<file path="config.mk">
export PLATFORM = sky130hd
export DESIGN_NAME = start_store_seq_flat
export DESIGN_NICKNAME = d
export VERILOG_FILES = /design/src/rtl/start_store_seq_if.sv /design/src/rtl/start_store_seq.sv /design/src/flat_wrapper.sv
export SDC_FILE = /design/constraint.sdc
export NUM_CORES = 1
export LEC_CHECK = 0
export BUFFER_PORTS_ARGS = -buffer_cell sky130_fd_sc_hd__buf_2
export CAP_MARGIN = 0
export CELL_PAD_IN_SITES_DETAIL_PLACEMENT = 1
export CELL_PAD_IN_SITES_GLOBAL_PLACEMENT = 1
export CORE_MARGIN = 4
export CORE_UTILIZATION = 43
export CTS_BUF_LIST = sky130_fd_sc_hd__clkbuf_16
export CTS_CLUSTER_DIAMETER = 120
export DETAILED_ROUTE_END_ITERATION = 12
export PLACE_DENSITY = 0.95
export SLEW_MARGIN = 20
export SYNTH_ARGS = -nofsm -noshare
export SYNTH_HDL_FRONTEND = slang
export SYNTH_SLANG_ARGS = --single-unit
</file>
<file path="constraint.sdc">
create_clock -name clk -period 7.2 [get_ports clk]
set_clock_uncertainty 0.15 [all_clocks]
set_input_delay 0.36 -clock clk [delete_from_list [all_inputs] [get_ports clk]]
set_output_delay 0.36 -clock clk [all_outputs]
set_load 0.03 [all_outputs]
</file>
<file path="src/rtl/start_store_seq_if.sv">
// ============================================================================
// Module   : start_store_seq_if
// Purpose  : Control, handshake and start_store command bundle for start_store_seq.
// Revision : 1.0 - initial release
// ============================================================================
`default_nettype none

interface start_store_seq_if;
  logic        fwd_start;
  logic        bwd_start;
  logic [31:0] cfg_rows;
  logic        fwd_valid;
  logic        fwd_ready;
  logic        bwd_ready;
  logic        store;
  logic [31:0] store_address;
  logic [31:0] store_row;
  logic        load;
  logic [31:0] load_address;
  logic [31:0] load_row;
  logic [31:0] load_data_set;
  logic        reset_counter;
  logic        bwd_valid;
  logic [31:0] bwd_layer;
  logic [31:0] bwd_row;
  logic        bwd_set;
  logic        busy;
  logic        done;
  logic        err;

  // Sequencer side.
  modport slave (
    input  fwd_start, bwd_start, cfg_rows, fwd_valid, bwd_ready,
    output fwd_ready, store, store_address, store_row,
           load, load_address, load_row, load_data_set, reset_counter,
           bwd_valid, bwd_layer, bwd_row, bwd_set, busy, done, err
  );

  // Layer engine / consumer side.
  modport master (
    output fwd_start, bwd_start, cfg_rows, fwd_valid, bwd_ready,
    input  fwd_ready, store, store_address, store_row,
           load, load_address, load_row, load_data_set, reset_counter,
           bwd_valid, bwd_layer, bwd_row, bwd_set, busy, done, err
  );
endinterface

`default_nettype wire

</file>
<file path="src/rtl/start_store_seq.sv">
// ============================================================================
// Module   : start_store_seq
// Purpose  : Forward store / reverse-order backward load sequencer for start_store.
//            START_STORE_SEQ_ACT_ONLY_EN: backward pass loads data set 1 only.
// Revision : 1.0 - initial release
// ============================================================================
`default_nettype none

module start_store_seq #(
  parameter int unsigned MAX_LAYER_SIZE = 5,
  parameter int unsigned LAYER_COUNT    = 3
) (
  input  logic             clk,
  input  logic             reset,
  start_store_seq_if.slave bus
);

  localparam logic [31:0] MAX_ROWS   = 32'(MAX_LAYER_SIZE);
  localparam logic [31:0] LAST_LAYER = 32'(LAYER_COUNT - 1);
`ifdef START_STORE_SEQ_ACT_ONLY_EN
  localparam logic        SET_FIRST  = 1'b1;
`else
  localparam logic        SET_FIRST  = 1'b0;
`endif

  typedef enum logic [2:0] {
    S_IDLE = 3'd0,
    S_CLR  = 3'd1,
    S_FWD  = 3'd2,
    S_BWD  = 3'd3,
    S_FIN  = 3'd4
  } state_t;

  state_t      state_q;
  logic        dir_bwd_q;
  logic [31:0] rows_q;
  logic [31:0] flayer_q, frow_q;
  logic [31:0] blayer_q, brow_q;
  logic        bset_q;
  logic        fwd_ready_q, busy_q, done_q, err_q, rstc_q;
  logic        bvalid_q, btag_set_q;
  logic [31:0] btag_layer_q, btag_row_q;

  logic store_d, load_d, start_d, cfg_bad_d;

  assign store_d   = bus.fwd_valid & fwd_ready_q;
  assign load_d    = (state_q == S_BWD) & bus.bwd_ready;
  assign start_d   = bus.fwd_start | bus.bwd_start;
  assign cfg_bad_d = (bus.cfg_rows == 32'd0) || (bus.cfg_rows > MAX_ROWS);

  always_ff @(posedge clk) begin
    if (reset) begin
      state_q      <= S_IDLE;
      dir_bwd_q    <= 1'b0;
      rows_q       <= '0;
      flayer_q     <= '0;
      frow_q       <= '0;
      blayer_q     <= '0;
      brow_q       <= '0;
      bset_q       <= 1'b0;
      fwd_ready_q  <= 1'b0;
      busy_q       <= 1'b0;
      done_q       <= 1'b0;
      err_q        <= 1'b0;
      rstc_q       <= 1'b0;
      bvalid_q     <= 1'b0;
      btag_set_q   <= 1'b0;
      btag_layer_q <= '0;
      btag_row_q   <= '0;
    end else begin
      done_q   <= 1'b0;
      err_q    <= 1'b0;
      rstc_q   <= 1'b0;
      // Read data returns one cycle after the load, independent of bwd_ready.
      bvalid_q <= load_d;
      if (load_d) begin
        btag_layer_q <= blayer_q;
        btag_row_q   <= brow_q;
        btag_set_q   <= bset_q;
      end

      case (state_q)
        S_IDLE: begin
          if (start_d) begin
            if (cfg_bad_d) begin
              err_q <= 1'b1;
            end else begin
              rows_q    <= bus.cfg_rows;
              busy_q    <= 1'b1;
              dir_bwd_q <= ~bus.fwd_start;
              rstc_q    <= 1'b1;
              state_q   <= S_CLR;
            end
          end
        end
        S_CLR: begin
          if (dir_bwd_q) begin
            blayer_q <= LAST_LAYER;
            brow_q   <= '0;
            bset_q   <= SET_FIRST;
            state_q  <= S_BWD;
          end else begin
            flayer_q    <= '0;
            frow_q      <= '0;
            fwd_ready_q <= 1'b1;
            state_q     <= S_FWD;
          end
        end
        S_FWD: begin
          if (store_d) begin
            if (frow_q == rows_q - 32'd1) begin
              if (flayer_q == LAST_LAYER) begin
                fwd_ready_q <= 1'b0;
                state_q     <= S_FIN;
              end else begin
                frow_q   <= '0;
                flayer_q <= flayer_q + 32'd1;
              end
            end else begin
              frow_q <= frow_q + 32'd1;
            end
          end
        end
        S_BWD: begin
          // Order: layer descending, set ascending, row ascending.
          if (load_d) begin
            if (brow_q == rows_q - 32'd1) begin
              if (bset_q) begin
                if (blayer_q == 32'd0) begin
                  state_q <= S_FIN;
                end else begin
                  brow_q   <= '0;
                  bset_q   <= SET_FIRST;
                  blayer_q <= blayer_q - 32'd1;
                end
              end else begin
                brow_q <= '0;
                bset_q <= 1'b1;
              end
            end else begin
              brow_q <= brow_q + 32'd1;
            end
          end
        end
        S_FIN: begin
          done_q  <= 1'b1;
          busy_q  <= 1'b0;
          state_q <= S_IDLE;
        end
        default: state_q <= S_IDLE;
      endcase
    end
  end

  assign bus.fwd_ready     = fwd_ready_q;
  assign bus.store         = store_d;
  assign bus.store_address = flayer_q;
  assign bus.store_row     = frow_q;
  assign bus.load          = load_d;
  assign bus.load_address  = blayer_q;
  assign bus.load_row      = brow_q;
  assign bus.load_data_set = {31'd0, bset_q};
  assign bus.reset_counter = rstc_q;
  assign bus.bwd_valid     = bvalid_q;
  assign bus.bwd_layer     = btag_layer_q;
  assign bus.bwd_row       = btag_row_q;
  assign bus.bwd_set       = btag_set_q;
  assign bus.busy          = busy_q;
  assign bus.done          = done_q;
  assign bus.err           = err_q;

endmodule

`default_nettype wire

</file>
<file path="src/flat_wrapper.sv">
// flat-port wrapper written by rule: the top's interface ports become plain ports
module start_store_seq_flat 
#(
  parameter int unsigned MAX_LAYER_SIZE = 5,
  parameter int unsigned LAYER_COUNT    = 3
)
  (clk, reset, bus_fwd_start, bus_bwd_start, bus_cfg_rows, bus_fwd_valid, bus_bwd_ready, bus_fwd_ready, bus_store, bus_store_address, bus_store_row, bus_load, bus_load_address, bus_load_row, bus_load_data_set, bus_reset_counter, bus_bwd_valid, bus_bwd_layer, bus_bwd_row, bus_bwd_set, bus_busy, bus_done, bus_err);
  start_store_seq_if bus_i ();
  input  logic clk;
  input  logic reset;
  input wire logic [$bits(bus_i.fwd_start)-1:0] bus_fwd_start;
  input wire logic [$bits(bus_i.bwd_start)-1:0] bus_bwd_start;
  input wire logic [$bits(bus_i.cfg_rows)-1:0] bus_cfg_rows;
  input wire logic [$bits(bus_i.fwd_valid)-1:0] bus_fwd_valid;
  input wire logic [$bits(bus_i.bwd_ready)-1:0] bus_bwd_ready;
  output wire logic [$bits(bus_i.fwd_ready)-1:0] bus_fwd_ready;
  output wire logic [$bits(bus_i.store)-1:0] bus_store;
  output wire logic [$bits(bus_i.store_address)-1:0] bus_store_address;
  output wire logic [$bits(bus_i.store_row)-1:0] bus_store_row;
  output wire logic [$bits(bus_i.load)-1:0] bus_load;
  output wire logic [$bits(bus_i.load_address)-1:0] bus_load_address;
  output wire logic [$bits(bus_i.load_row)-1:0] bus_load_row;
  output wire logic [$bits(bus_i.load_data_set)-1:0] bus_load_data_set;
  output wire logic [$bits(bus_i.reset_counter)-1:0] bus_reset_counter;
  output wire logic [$bits(bus_i.bwd_valid)-1:0] bus_bwd_valid;
  output wire logic [$bits(bus_i.bwd_layer)-1:0] bus_bwd_layer;
  output wire logic [$bits(bus_i.bwd_row)-1:0] bus_bwd_row;
  output wire logic [$bits(bus_i.bwd_set)-1:0] bus_bwd_set;
  output wire logic [$bits(bus_i.busy)-1:0] bus_busy;
  output wire logic [$bits(bus_i.done)-1:0] bus_done;
  output wire logic [$bits(bus_i.err)-1:0] bus_err;
  assign bus_i.fwd_start = bus_fwd_start;
  assign bus_i.bwd_start = bus_bwd_start;
  assign bus_i.cfg_rows = bus_cfg_rows;
  assign bus_i.fwd_valid = bus_fwd_valid;
  assign bus_i.bwd_ready = bus_bwd_ready;
  assign bus_fwd_ready = bus_i.fwd_ready;
  assign bus_store = bus_i.store;
  assign bus_store_address = bus_i.store_address;
  assign bus_store_row = bus_i.store_row;
  assign bus_load = bus_i.load;
  assign bus_load_address = bus_i.load_address;
  assign bus_load_row = bus_i.load_row;
  assign bus_load_data_set = bus_i.load_data_set;
  assign bus_reset_counter = bus_i.reset_counter;
  assign bus_bwd_valid = bus_i.bwd_valid;
  assign bus_bwd_layer = bus_i.bwd_layer;
  assign bus_bwd_row = bus_i.bwd_row;
  assign bus_bwd_set = bus_i.bwd_set;
  assign bus_busy = bus_i.busy;
  assign bus_done = bus_i.done;
  assign bus_err = bus_i.err;
  start_store_seq #(.MAX_LAYER_SIZE(MAX_LAYER_SIZE), .LAYER_COUNT(LAYER_COUNT)) u_core (.clk(clk), .reset(reset), .bus(bus_i));
endmodule
</file>
# [After elaboration in Yosys (flattened, before gate mapping)]
# Index checks and enable logic that the tools add are counted.
[word_totals] regBits=236 input_bits=38 out_inout_bits=233 word_cells=118
[op_classes] add_sub_neg=5 order_cmp=1 eq_ne=22 muxes=49 bitwise=7 n_reduce_logical=17
[op_table] cell="$mux W32" n=17
[op_table] cell="$pmux W32 S2" n=4
[op_table] cell="$add A32 B1 Y32 const B" n=3
[op_table] cell="$eq A32 B32 Y1" n=2
[op_table] cell="$logic_not A32 Y1" n=2
[op_table] cell="$sub A32 B1 Y32 const B" n=2
[op_table] cell="$eq A32 B2 Y1 const B" n=1
[op_table] cell="$gt A32 B3 Y1 const B" n=1
[op_table] cell="$mux W3" n=9
[op_table] cell="$ne A2 B2 Y1 const B" n=8
[op_table] cell="$mux W1" n=15
[op_table] cell="$pmux W3 S4" n=1
[op_table] cell="$reduce_and A4 Y1" n=3
[op_table] cell="$ne A2 B1 Y1 const B" n=5
[op_table] cell="$reduce_and A5 Y1" n=2
[op_table] cell="$reduce_and A9 Y1" n=1
[op_table] cell="$eq A3 B2 Y1 const B" n=2
[op_table] cell="$pmux W1 S2" n=3
[op_table] cell="$reduce_and A3 Y1" n=2
[op_table] cell="$reduce_and A6 Y1" n=1
[op_table] cell="$reduce_bool A2 Y1" n=3
[op_table] cell="$ne A4 B4 Y1 const B" n=1
[op_table] cell="$not A1 Y1" n=4
[op_table] cell="$eq A3 B1 Y1 const B" n=1
[op_table] cell="7 further kinds" n=8

# [Depth between registers and ports, before layout]
# Gate-level depths: netlist of run 1.
[depth] ltp_word=6 ltp_mapped=16 depth_no_buf=12

# [Worst setup path after synthesis of run 1]
# No wires, ideal clock.
[synth_path] kind="flip-flop to flip-flop" startpoint="register u_core.rows_q[0]" endpoint="register u_core.blayer_q[13], in the netlist u_core.bus.load_address[13]" arrival_time_ps=3825 required_time_ps=6980 setup_slack_ps=3155 stages_incl_launch_ff=16 path_buffers=3 period_less_slack_ps=4045 cell_sequence="dfxtp_1 -> clkbuf_1 -> inv_1 -> ha_1 -> nor3b_1 -> buf_2 -> nand4_1 -> or3_1 -> a2111oi_0 -> nor4b_1 -> nand4_1 -> o21ai_2 -> nand4_1 -> clkbuf_1 -> or3_1 -> a21oi_1"
[synth_via] elab_chain_len=4
[synth_lines] element="start: declaration" line="start_store_seq.sv:36" source="logic [31:0] rows_q;"
[synth_lines] element="start signal: assignment" line="start_store_seq.sv:88" source="rows_q <= bus.cfg_rows;"
[synth_lines] element="$sub A32 B1 Y32" line="start_store_seq.sv:127" source="if (brow_q == rows_q - 32'd1) begin"
[synth_lines] element="$eq A32 B32 Y1" line="start_store_seq.sv:127"
[synth_lines] element="$ne A2 B2 Y1 (no line)"
[synth_lines] element="$reduce_and A6 Y1 (no line)"
[synth_lines] element="end signal: assignment" line="start_store_seq.sv:134" source="blayer_q <= blayer_q - 32'd1;"
[synth_lines] element="end: declaration" line="start_store_seq.sv:38" source="logic [31:0] blayer_q, brow_q;"
# No other way between the ends.
# A chain may end at the register's enable or synchronous reset.

# [Final worst setup path of run 1]
[layout_path] startpoint="register u_core.rows_q[4]" endpoint="register u_core.blayer_q[29], in the netlist u_core.bus.load_address[29]"
# The elaborated chain is that of the path after synthesis.

==> parameters.txt, run 1 <==
Parameter                              Value

Status
  Result of the run    completed

Critical path
  Data required time of the worst path    7.52 ns
  Kind of capture point of the worst setup path    register
  Crit-path max FO    27
  Kind of critical path    register to register
  Startpoint type of the worst setup path    register
  Flop2flop setup slack    1.54 ns
  Max stage delay on crit path    0.85 ns
  Launching element of the worst setup path    u_core.rows_q[4]
  Worst endpoint data arrival time    ~6 ns
  Crit path max-delay cell type    nand4_1
  Series of cell instances along the critical path    nor4_2, nand2_1, nor4_2, xnor3_1, nor4_1, nand4_1, o21ai_2, nand4_1, or4_1, a21oi_1
  Crit Reg-Reg Startpoint    u_core.rows_q[4]

Synth
  Xor and xnor area share after synthesis    7.91%
  Post-Synth Adder-Cell Area    less than 1%
  Post-synthesis compound-gate area fraction    between 15 and 20%
  Syn Std Cell Area    0.0126 mm²
  Async set or reset register ratio after synthesis    0%
  Post-synthesis cell count    1574
  Number of distinct standard cells referenced by the synthesized netlist    82
  Number of enable flip-flop cells after synthesis    0
  Proportion of synthesized area in mux cells    0.795%
  Count of state elements after synthesis    236
  Synth Flop Type    dfxtp_1
  Warning count from the yosys run    0
  Largest family of logic cells by synthesized area    simple AND/OR/NAND/NOR gates
  Post-Synth Simple-Gate Area    a little under a third
  Sequential cell area fraction in the yosys report    37.5%
  Mean Syn Cell Area    8.00 µm²

Worst hold path
  Min-delay src    bus_bwd_start
  Type of the tightest min-delay check    input port to register

Timing
  Total count of max-transition violations in the final report    0
  Number of endpoints with negative hold slack in the final report    0
  Transition time of the tightest slew-check pin    1.02 ns
  Total setup violations reported at the end of the flow    0
  Highest achievable clock rate    0.177 GHz
  Slew headroom    32.1%
  Slack of the critical path    1.54 ns
  Setup total negative slack    0 ns
  Fin crit period    5.66 ns
  Fraction of the cycle the final worst path needs    78.7%
  Setup repair after global routing missed its margin    no

Clocking
  Number of buffers created by CTS    27
  Post-CTS setup-driven buffer insertion count    0
  Clock-pin slew on the worst setup and hold paths    0.06 ns
  Number of buffers inserted by hold repair at cts    5
  Count of instances resized after the clock tree is built    0
  Max clock buf depth    3
  TritonCTS sink count    236
  Master cell of the clock root buffer    clkbuf_16
  H-tree depth    1
  CTS tree    built
  Source-to-sink clock delay at the later pin of the worst-skew pair    roughly 0.56 ns

Global routing
  Maximum number of pins on one net before global-route repair    83
  Overall Global Routing Usage    26.5%
  Wire length of the first global-routing pass    69600 µm
  Via count of the first global-routing pass    about 13000
  Remaining Overflow, GRT    0
  Initial antenna violation count    0

Drt
  Number of DRC markers after the initial detailed-route iteration    1005
  Number of vias per cell    5.92
  Via total after detailed routing    between 10000 and 15000
  Number of routed nets with antenna violations    0
  Average wire per cell in the routed design    20.7 µm
  First-pass iteration count of the detailed router    5
  Total wire length    44600 µm
  DRC Markers    0

Placement
  Gp weighted congestion    ~0.96
  Placement-stage worst setup slack    ~1.7 ns
  Detailed Place HPWL    between 30000 and 40000 µm
  Cell total after placement    2100
  Number of port buffers    239

Die
  Die width    179 µm
  Effective utilization at floorplan    43.7%
  Vertical extent of the die    roughly 180 µm
  I/O Pins    about 270
  DIE AREA    0.0321 mm²
  Area of the core region    0.0288 mm²
  # rows    62

Final layout
  Non-filler instance count after layout    about 2200
  Layout Utilization    51.3%
  Most used cells in the layout excluding fill and tap cells    238 x buf_2, 236 x dfxtp_1, 207 x nand2_1
  Net count, final    1794
  Layout overhead on the synthesized area    17.2%
  Diodes inserted    0
  Share of final-layout standard cells stronger than drive strength 1    a little under a fifth
  Most frequent standard cell in the layout excluding fill and tap cells    buf_2

Power and ir drop
  Power density over cell area    about 190 mW/mm²
  Highest ir drop seen on vdd    172 µV
  Static power due to leakage    6.16 nW

Flow run
  Number of violations of the max-capacitance limit    0
[registers in the layout, indices dropped and copies added (netlist names), 3 cells and up]
name / count
u_core.bus.bwd_layer: 32
u_core.bus.bwd_row: 32
u_core.bus.load_address: 32
u_core.bus.load_row: 32
u_core.bus.store_address: 32
u_core.bus.store_row: 32
u_core.rows_q: 32
u_core.state_q: 3
[cells by family after synthesis]
group	Yosys count
buffers and inverters	171
xor gates and xnor gates	109
and+or+nand+nor	729
AOI/OAI and AO/OA	312
DFF	236
adders and majority gates	6
muxes	10
other	1
[cells in the mapped netlist (7+ instances only)]
library cell | instances | area [µm²]
buf_2 | 21 | 105
clkbuf_1 | 72 | 270
o31ai_1 | 30 | 225
xor2_1 | 42 | 368
nand2_1 | 208 | 781
or3_1 | 43 | 269
nor4_2 | 7 | 87.6
a31oi_1 | 16 | 100
and3_1 | 26 | 163
nor2b_1 | 11 | 68.8
nor3_1 | 42 | 210
nor2_1 | 117 | 439
dfxtp_1 | 236 | 4720
nand3_1 | 36 | 180
nor4_1 | 36 | 225
nand2b_1 | 18 | 113
and2_1 | 40 | 250
mux2i_1 | 10 | 100
or2_2 | 14 | 87.6
buf_4 | 36 | 270
a21oi_1 | 138 | 691
inv_1 | 31 | 116
nand4_1 | 42 | 263
o41ai_1 | 7 | 61.3
xnor2_1 | 64 | 561
o211ai_1 | 9 | 67.6
o21ai_0 | 41 | 205
and4_1 | 9 | 78.8
or4_1 | 44 | 330
[critical path: cells and delay by family, from the launching register on]
family	cells	cell delay (ns)
AND/OR/NAND/NOR	7	3.97
AO/OA/AOI/OAI	2	0.66
flip-flops	1	0.45
XOR/XNOR	1	0.33
[worst paths after layout]
check,depth (start not counted),to
min reg2reg,2,u_core.bus.bwd_layer[4]
min,3,u_core.bus.err
max,10,u_core.bus.load_address[29]
max reg2reg,10,u_core.bus.load_address[29]
[per-layer routing]
metal	vias up	GRT usage [%]	share of wire, %
met1	6319	34.1	42
met3	83	4.89	7.0
met2	447	45.7	49
li1	5910	-	-
met4	0	7.27	2.6
met5	-	0	0
[cell type report]
type	instances	area (µm²)
clock buffers	27	676
clock inverters	22	251
fillers	3602	14000
inverters	31	116
multi-input cells	1197	7160
flip-flops and latches	236	4720
well taps	384	480
repair buffers	257	1350
[stage by stage]
stage	power (mW)	cell area [µm²]	hold slack [ns]
2_1_floorplan	1.39	12700	0.306
6_report	2.82	14800	0.0643
3_5_place_dp	1.40	13800	0.295
4_1_cts	2.85	14800	0.0363
5_1_grt	2.90	14800	0.0775
3_3_place_gp	1.40	13800	0.289
[power by group]
| part | switching (mW) | total [mW] | internal (mW) |
|---|---|---|---|
| Clock | 0.585 | 1.45 | 0.865 |
| Sequential | 0.0000871 | 1.31 | 1.31 |
| Combinational | 0.0541 | 0.0676 | 0.0135 |
| Total | 0.640 | 2.82 | 2.18 |
Note: power is estimated with default switching activity, not from simulation.
==> run 2: changes to the inputs <==
--- a/config.mk
+++ b/config.mk
@@ -10,11 +10,11 @@
 export CELL_PAD_IN_SITES_DETAIL_PLACEMENT = 1
 export CELL_PAD_IN_SITES_GLOBAL_PLACEMENT = 1
 export CORE_MARGIN = 4
-export CORE_UTILIZATION = 43
+export CORE_UTILIZATION = 40
 export CTS_BUF_LIST = sky130_fd_sc_hd__clkbuf_16
 export CTS_CLUSTER_DIAMETER = 120
 export DETAILED_ROUTE_END_ITERATION = 12
-export PLACE_DENSITY = 0.95
+export PLACE_DENSITY = 0.91
 export SLEW_MARGIN = 20
 export SYNTH_ARGS = -nofsm -noshare
 export SYNTH_HDL_FRONTEND = slang
==> constraint.sdc (replaced) <==
create_clock -name clk -period 5.5 [get_ports clk]
set_clock_uncertainty 0.15 [all_clocks]
set_input_delay 0.275 -clock clk [delete_from_list [all_inputs] [get_ports clk]]
set_output_delay 0.275 -clock clk [all_outputs]
set_load 0.03 [all_outputs]
==> run 2 against run 1 <==
  * Cell count up 0.74%
  * Global-route usage down 1.9 points
  * Critical path depth up 2
  * Final area down 0.18%
==> parameters.txt, run 2 (synthesized netlist as in run 1, its figures left out) <==
Parameter                              Value

Clocking
  Clock-pin slew on the worst setup and hold paths    around 0.06 ns
  Master cell of the clock root buffer    clkbuf_16
  CTS tree    built
  Max clock buf depth    3
  Source-to-sink clock delay at the later pin of the worst-skew pair    0.56 ns
  Number of buffers inserted by hold repair at cts    6
  TritonCTS sink count    236
  Post-CTS setup-driven buffer insertion count    0
  H-tree depth    1
  Number of buffers created by CTS    28
  Count of instances resized after the clock tree is built    0

Timing
  Number of endpoints with negative hold slack in the final report    0
  Setup total negative slack    0 ns
  Transition time of the tightest slew-check pin    around 1.0 ns
  Highest achievable clock rate    0.197 GHz
  Setup repair after global routing missed its margin    no
  Total count of max-transition violations in the final report    0
  Slew headroom    31.7%
  Total setup violations reported at the end of the flow    0
  Fin crit period    5.07 ns
  Fraction of the cycle the final worst path needs    about 92%

Die
  DIE AREA    0.0344 mm²
  Die width    about 190 µm
  I/O Pins    271
  Vertical extent of the die    185 µm
  Effective utilization at floorplan    40.8%
  # rows    between 60 and 70
  Area of the core region    0.0308 mm²

Critical path
  Critical path's most frequent cell    nor2_1
  Crit path buf inv count    1
  Worst endpoint data arrival time    5.33 ns
  Data required time of the worst path    5.77 ns
  Crit path max-delay cell type    nor3_1
  Reg2Reg Depth    12
  Largest delay contributor family on the critical path    simple AND/OR/NAND/NOR gates
  Total number of cells along the worst setup path    12
  Kind of capture point of the worst setup path    register
  Kind of critical path    register to register
  Series of cell instances along the critical path    inv_1, ha_1, or3b_2, nor3_1, a31oi_1, a2111oi_0, nor4b_1, nand4_1, and2_1, nor2_1, or2_1, nor2_1
  Crit-path max FO    19
  Max stage delay on crit path    0.63 ns
  Startpoint type of the worst setup path    register

Global routing
  Overall Global Routing Usage    between 20% and 30%
  Remaining Overflow, GRT    0
  Maximum number of pins on one net before global-route repair    67
  Via count of the first global-routing pass    12619
  Initial antenna violation count    0
  Wire length of the first global-routing pass    just under 70000 µm

Worst hold path
  Type of the tightest min-delay check    input port to register
  Worst Hold Path Cells    5

Placement
  Post-placement cell area    0.0138 mm²
  Gp weighted congestion    0.947
  Number of port buffers    239
  Detailed Place HPWL    32000 µm

Drt
  Number of DRC markers after the initial detailed-route iteration    around 740
  Via total after detailed routing    12567
  Number of vias per cell    5.79
  Total wire length    44400 µm
  Number of routed nets with antenna violations    0
  DRC Markers    0
  Average wire per cell in the routed design    about 20 µm
  First-pass iteration count of the detailed router    5

Final layout
  Share of final-layout standard cells stronger than drive strength 1    19.3%
  Most frequent standard cell in the layout excluding fill and tap cells    buf_2
  Diodes inserted    0
  Net count, final    1796
  Most used cells in the layout excluding fill and tap cells    238 x buf_2, 236 x dfxtp_1, 207 x nand2_1
  Final standard cell area without fillers    between 0.01 and 0.015 mm²
  Layout overhead on the synthesized area    17.0%
  Filler cell count    approximately 3800

Flow run
  Number of violations of the max-capacitance limit    0

Power and ir drop
  Highest ir drop seen on vdd    236 µV
  Static power due to leakage    about 6 nW
  Power density over cell area    241 mW/mm²

Status
  Result of the run    completed
## run 2: cell type report
cell class	instances	area [µm²]	share of cell area [%]
inverters	31	118	0.798
well taps	396	495	3.36
clock buffers	28	701	4.76
flip-flops and latches	236	4720	32.1
multi-input cells	1197	7170	48.7
clock inverters	24	169	1.15
repair buffers	258	1360	9.21
## run 2: per-stage QoR
stage                     hold slack (ns)  utilization, %  std cells  power (mW)  setup WS (ns)
after floorplan                     0.221               -       1604        1.82           1.45
after global placement              0.289            44.8       2112        1.83          0.647
after detailed placement            0.294            44.8       2112        1.83          0.508
after CTS                          0.0687            47.8       2170        3.59          0.500
after global routing               0.0959            47.8       2170        3.66          0.188
final                              0.0846            47.8       2170        3.55          0.433
## run 2: final timing paths
path | slack (ns) | endpoint | from
setup reg to reg | 0.43 | u_core.bus.load_row[10] | u_core.rows_q[0]
setup / recovery | 0.43 | u_core.bus.load_row[10] | u_core.rows_q[0]
hold reg to reg | 0.30 | u_core.bus.bwd_row[0] | u_core.bus.bwd_row[0]
hold / removal | 0.08 | u_core.bus.reset_counter | bus_cfg_rows[16]
## run 2: layer usage
layer | routed length (µm) | GRT usage (%)
met5 | 0 | 0
met4 | 892 | 5.75
met3 | 2570 | 3.30
met2 | 21600 | 42.4
met1 | 19300 | 32.9
## run 2: power by group
group | internal, mW | switching, mW
Clock | 0.980 | 0.771
Combinational | 0.0178 | 0.0717
Sequential | 1.71 | 0.000110
Total | 2.71 | 0.843
## run 2: worst register-to-register path: cells and delay by family, from the launching register on
family	cells	cell delay [ns]
fa+ha+maj	1	0.29
simple gates	8	3.46
buf+inv	1	0.10
flops	1	0.42
compound gates	2	0.52
==> run 3: changes to the inputs <==
--- a/config.mk
+++ b/config.mk
@@ -11,10 +11,10 @@
 export CELL_PAD_IN_SITES_GLOBAL_PLACEMENT = 1
 export CORE_MARGIN = 4
 export CORE_UTILIZATION = 40
-export CTS_BUF_LIST = sky130_fd_sc_hd__clkbuf_16
 export CTS_CLUSTER_DIAMETER = 120
 export DETAILED_ROUTE_END_ITERATION = 12
 export PLACE_DENSITY = 0.91
+export RECOVER_POWER = 50
 export SLEW_MARGIN = 20
 export SYNTH_ARGS = -nofsm -noshare
 export SYNTH_HDL_FRONTEND = slang
==> run 3 against run 2 <==
  * The run now ends with max-capacitance violations, max-slew violations left
  * Combinational power is 0.6% lower
  * Clock-buffer cell count is 10 higher
  * Register-to-register slack worse by 0.06 ns
  * Worst hold slack worse by 0.0025 ns
  * Sequential share of layout area is 0.49 points higher
  * First-iteration DRC count is 9.6% higher
  * Cell count stayed put
  * Critical endpoint is now u_core.bus.load_row[5]
  * Highest routed layer unchanged
==> parameters.txt, run 3 (synthesized netlist as in run 1, its figures left out) <==
Parameter                              Value

Critical path
  Worst endpoint data arrival time    roughly 5.4 ns
  Crit-path max FO    19
  Critical path's most frequent cell    nor2_1
  Max stage delay on crit path    roughly 0.64 ns
  Data required time of the worst path    a little under 6 ns
  Kind of capture point of the worst setup path    register
  Launching element of the worst setup path    u_core.rows_q[0]
  Kind of critical path    register to register
  Startpoint type of the worst setup path    register
  Reg2Reg Depth    12
  Series of cell instances along the critical path    inv_1, ha_1, or3b_2, nor3_1, a31oi_1, a2111oi_0, nor4b_1, nand4_1, and2_1, nor2_1, or2_1, nor2_1
  Capture point of the worst reg-to-reg path    u_core.bus.load_row[5]
  Crit path max-delay cell type    nor3_1
  Flop2flop setup slack    ~0.37 ns
  Crit Reg-Reg Startpoint    u_core.rows_q[0]

Final layout
  Sequential cell area in the final layout    0.00472 mm²
  Most frequent standard cell in the layout excluding fill and tap cells    dfxtp_1
  Layout overhead on the synthesized area    15.2%
  Final standard cell area without fillers    0.0145 mm²
  Net count, final    1796
  Most used cells in the layout excluding fill and tap cells    236 x dfxtp_1, 209 x clkbuf_1, 207 x nand2_1
  Filler cell count    3868
  Diodes inserted    0
  Layout Utilization    47.1%
  Share of final-layout standard cells stronger than drive strength 1    8.06%
  Area of the multi-input gates    0.00717 mm²

Power and ir drop
  Highest ir drop seen on vdd    238 µV
  Static power due to leakage    5.26 nW
  Power density over cell area    250 mW/mm²

Worst hold path
  Hold-critical path endpoint    u_core.bus.reset_counter
  Type of the tightest min-delay check    input port to register
  Worst Hold Path Cells    5
  Min-delay src    bus_cfg_rows[16]

Global routing
  Overall Global Routing Usage    about a quarter
  Maximum number of pins on one net before global-route repair    between 60 and 70
  Remaining Overflow, GRT    0
  Wire length of the first global-routing pass    69700 µm
  Via count of the first global-routing pass    12621
  Initial antenna violation count    0

Clocking
  TritonCTS sink count    236
  Clock-pin slew on the worst setup and hold paths    0.06 ns
  H-tree depth    1
  Max clock buf depth    3
  CTS tree    built
  Master cell of the clock root buffer    clkbuf_16
  Count of instances resized after the clock tree is built    0
  Number of buffers created by CTS    28
  Source-to-sink clock delay at the later pin of the worst-skew pair    0.56 ns

Timing
  Hold_ws    0.0821 ns
  Setup repair after global routing missed its margin    no
  Transition time of the tightest slew-check pin    a little under 3 ns
  Total setup violations reported at the end of the flow    0
  Number of endpoints with negative hold slack in the final report    0
  Fraction of the cycle the final worst path needs    93.2%
  Fin crit period    approximately 5 ns
  Setup total negative slack    0 ns
  Total count of max-transition violations in the final report    between 100 and 150
  Highest achievable clock rate    0.195 GHz
  Slew headroom    -95.2%

Placement
  Post-placement cell area    0.0138 mm²
  Number of port buffers    around 240
  Detailed Place HPWL    32000 µm
  Gp weighted congestion    0.947

Drt
  Number of DRC markers after the initial detailed-route iteration    between 800 and 900
  DRC Markers    0
  Total wire length    44400 µm
  Number of vias per cell    5.78
  First-pass iteration count of the detailed router    5
  Via total after detailed routing    12541
  Average wire per cell in the routed design    between 20 and 25 µm
  Number of routed nets with antenna violations    0

Die
  Area of the core region    ~0.03 mm²
  Die width    about 190 µm
  DIE AREA    0.0344 mm²
  Effective utilization at floorplan    40.8%
  # rows    64
  I/O Pins    between 200 and 300
  Vertical extent of the die    185 µm

Status
  Result of the run    complete, but fails checks
  Violated checks    max-capacitance violations, max-slew violations

Flow run
  Number of violations of the max-capacitance limit    2
[run 3: worst max-delay path by stage]
stage                                   to  slack, ns  depth (start not counted)
2_1_floorplan  u_core.bus.load_address[13]       1.45                         15
3_3_place_gp       u_core.bus.load_row[14]       0.65                         12
3_5_place_dp       u_core.bus.load_row[10]       0.51                         12
4_1_cts            u_core.bus.load_row[10]       0.51                         12
5_1_grt            u_core.bus.load_row[13]       0.19                         12
6_report            u_core.bus.load_row[5]       0.37                         12
[run 3: per-stage QoR]
stage / cells / setup slack [ns] / power (mW)
floorplan: 1604 / 1.45 / 1.82
global placement: 2112 / 0.647 / 1.83
detailed placement: 2112 / 0.508 / 1.83
CTS: 2170 / 0.506 / 3.66
global route: 2170 / 0.194 / 3.74
finish: 2170 / 0.374 / 3.62
[run 3: critical path, delay by kind of cell, from the launching register on]
kind | cells | cell delay [ns]
AO/OA/AOI/OAI | 2 | 0.58
adder cells (fa/ha/maj) | 1 | 0.29
buffers and inverters | 1 | 0.10
flip-flops | 1 | 0.42
AND/OR/NAND/NOR | 8 | 3.44
[run 3: metal layers]
metal | up-vias | GRT usage, % | wire length [µm]
met2 | 358 | 42.5 | 21700
li1 | 5921 | - | -
met1 | 6201 | 33.0 | 19400
met3 | 61 | 3.48 | 2380
met4 | 0 | 5.81 | 893
met5 | - | 0 | 0
[run 3: area by class of cell]
cell class | instances | share of cell area (%)
Multi-Input combinational cell | 1197 | 49.4
Sequential cell | 236 | 32.6
Timing Repair Buffer | 258 | 7.55
Clock buffer | 38 | 5.36
Tap cell | 396 | 3.41
Clock inverter | 14 | 0.905
Inverter | 31 | 0.811
[run 3: report_power, final]
| part | leakage, nW | switching, mW | total (mW) | internal, mW |
|---|---|---|---|---|
| Clock | 0.448 | 0.777 | 1.82 | 1.05 |
| Sequential | 1.90 | 0.000127 | 1.71 | 1.71 |
| Combinational | 2.91 | 0.0714 | 0.0890 | 0.0176 |
| Total | 5.26 | 0.848 | 3.62 | 2.77 |
[run 3: timing repair]
| action | in CTS | in global routing |
|---|---|---|
| hold buffers | 6 | 0 |
| setup buffers | 0 | 0 |
| hold endpoints to repair | 6 | 0 |
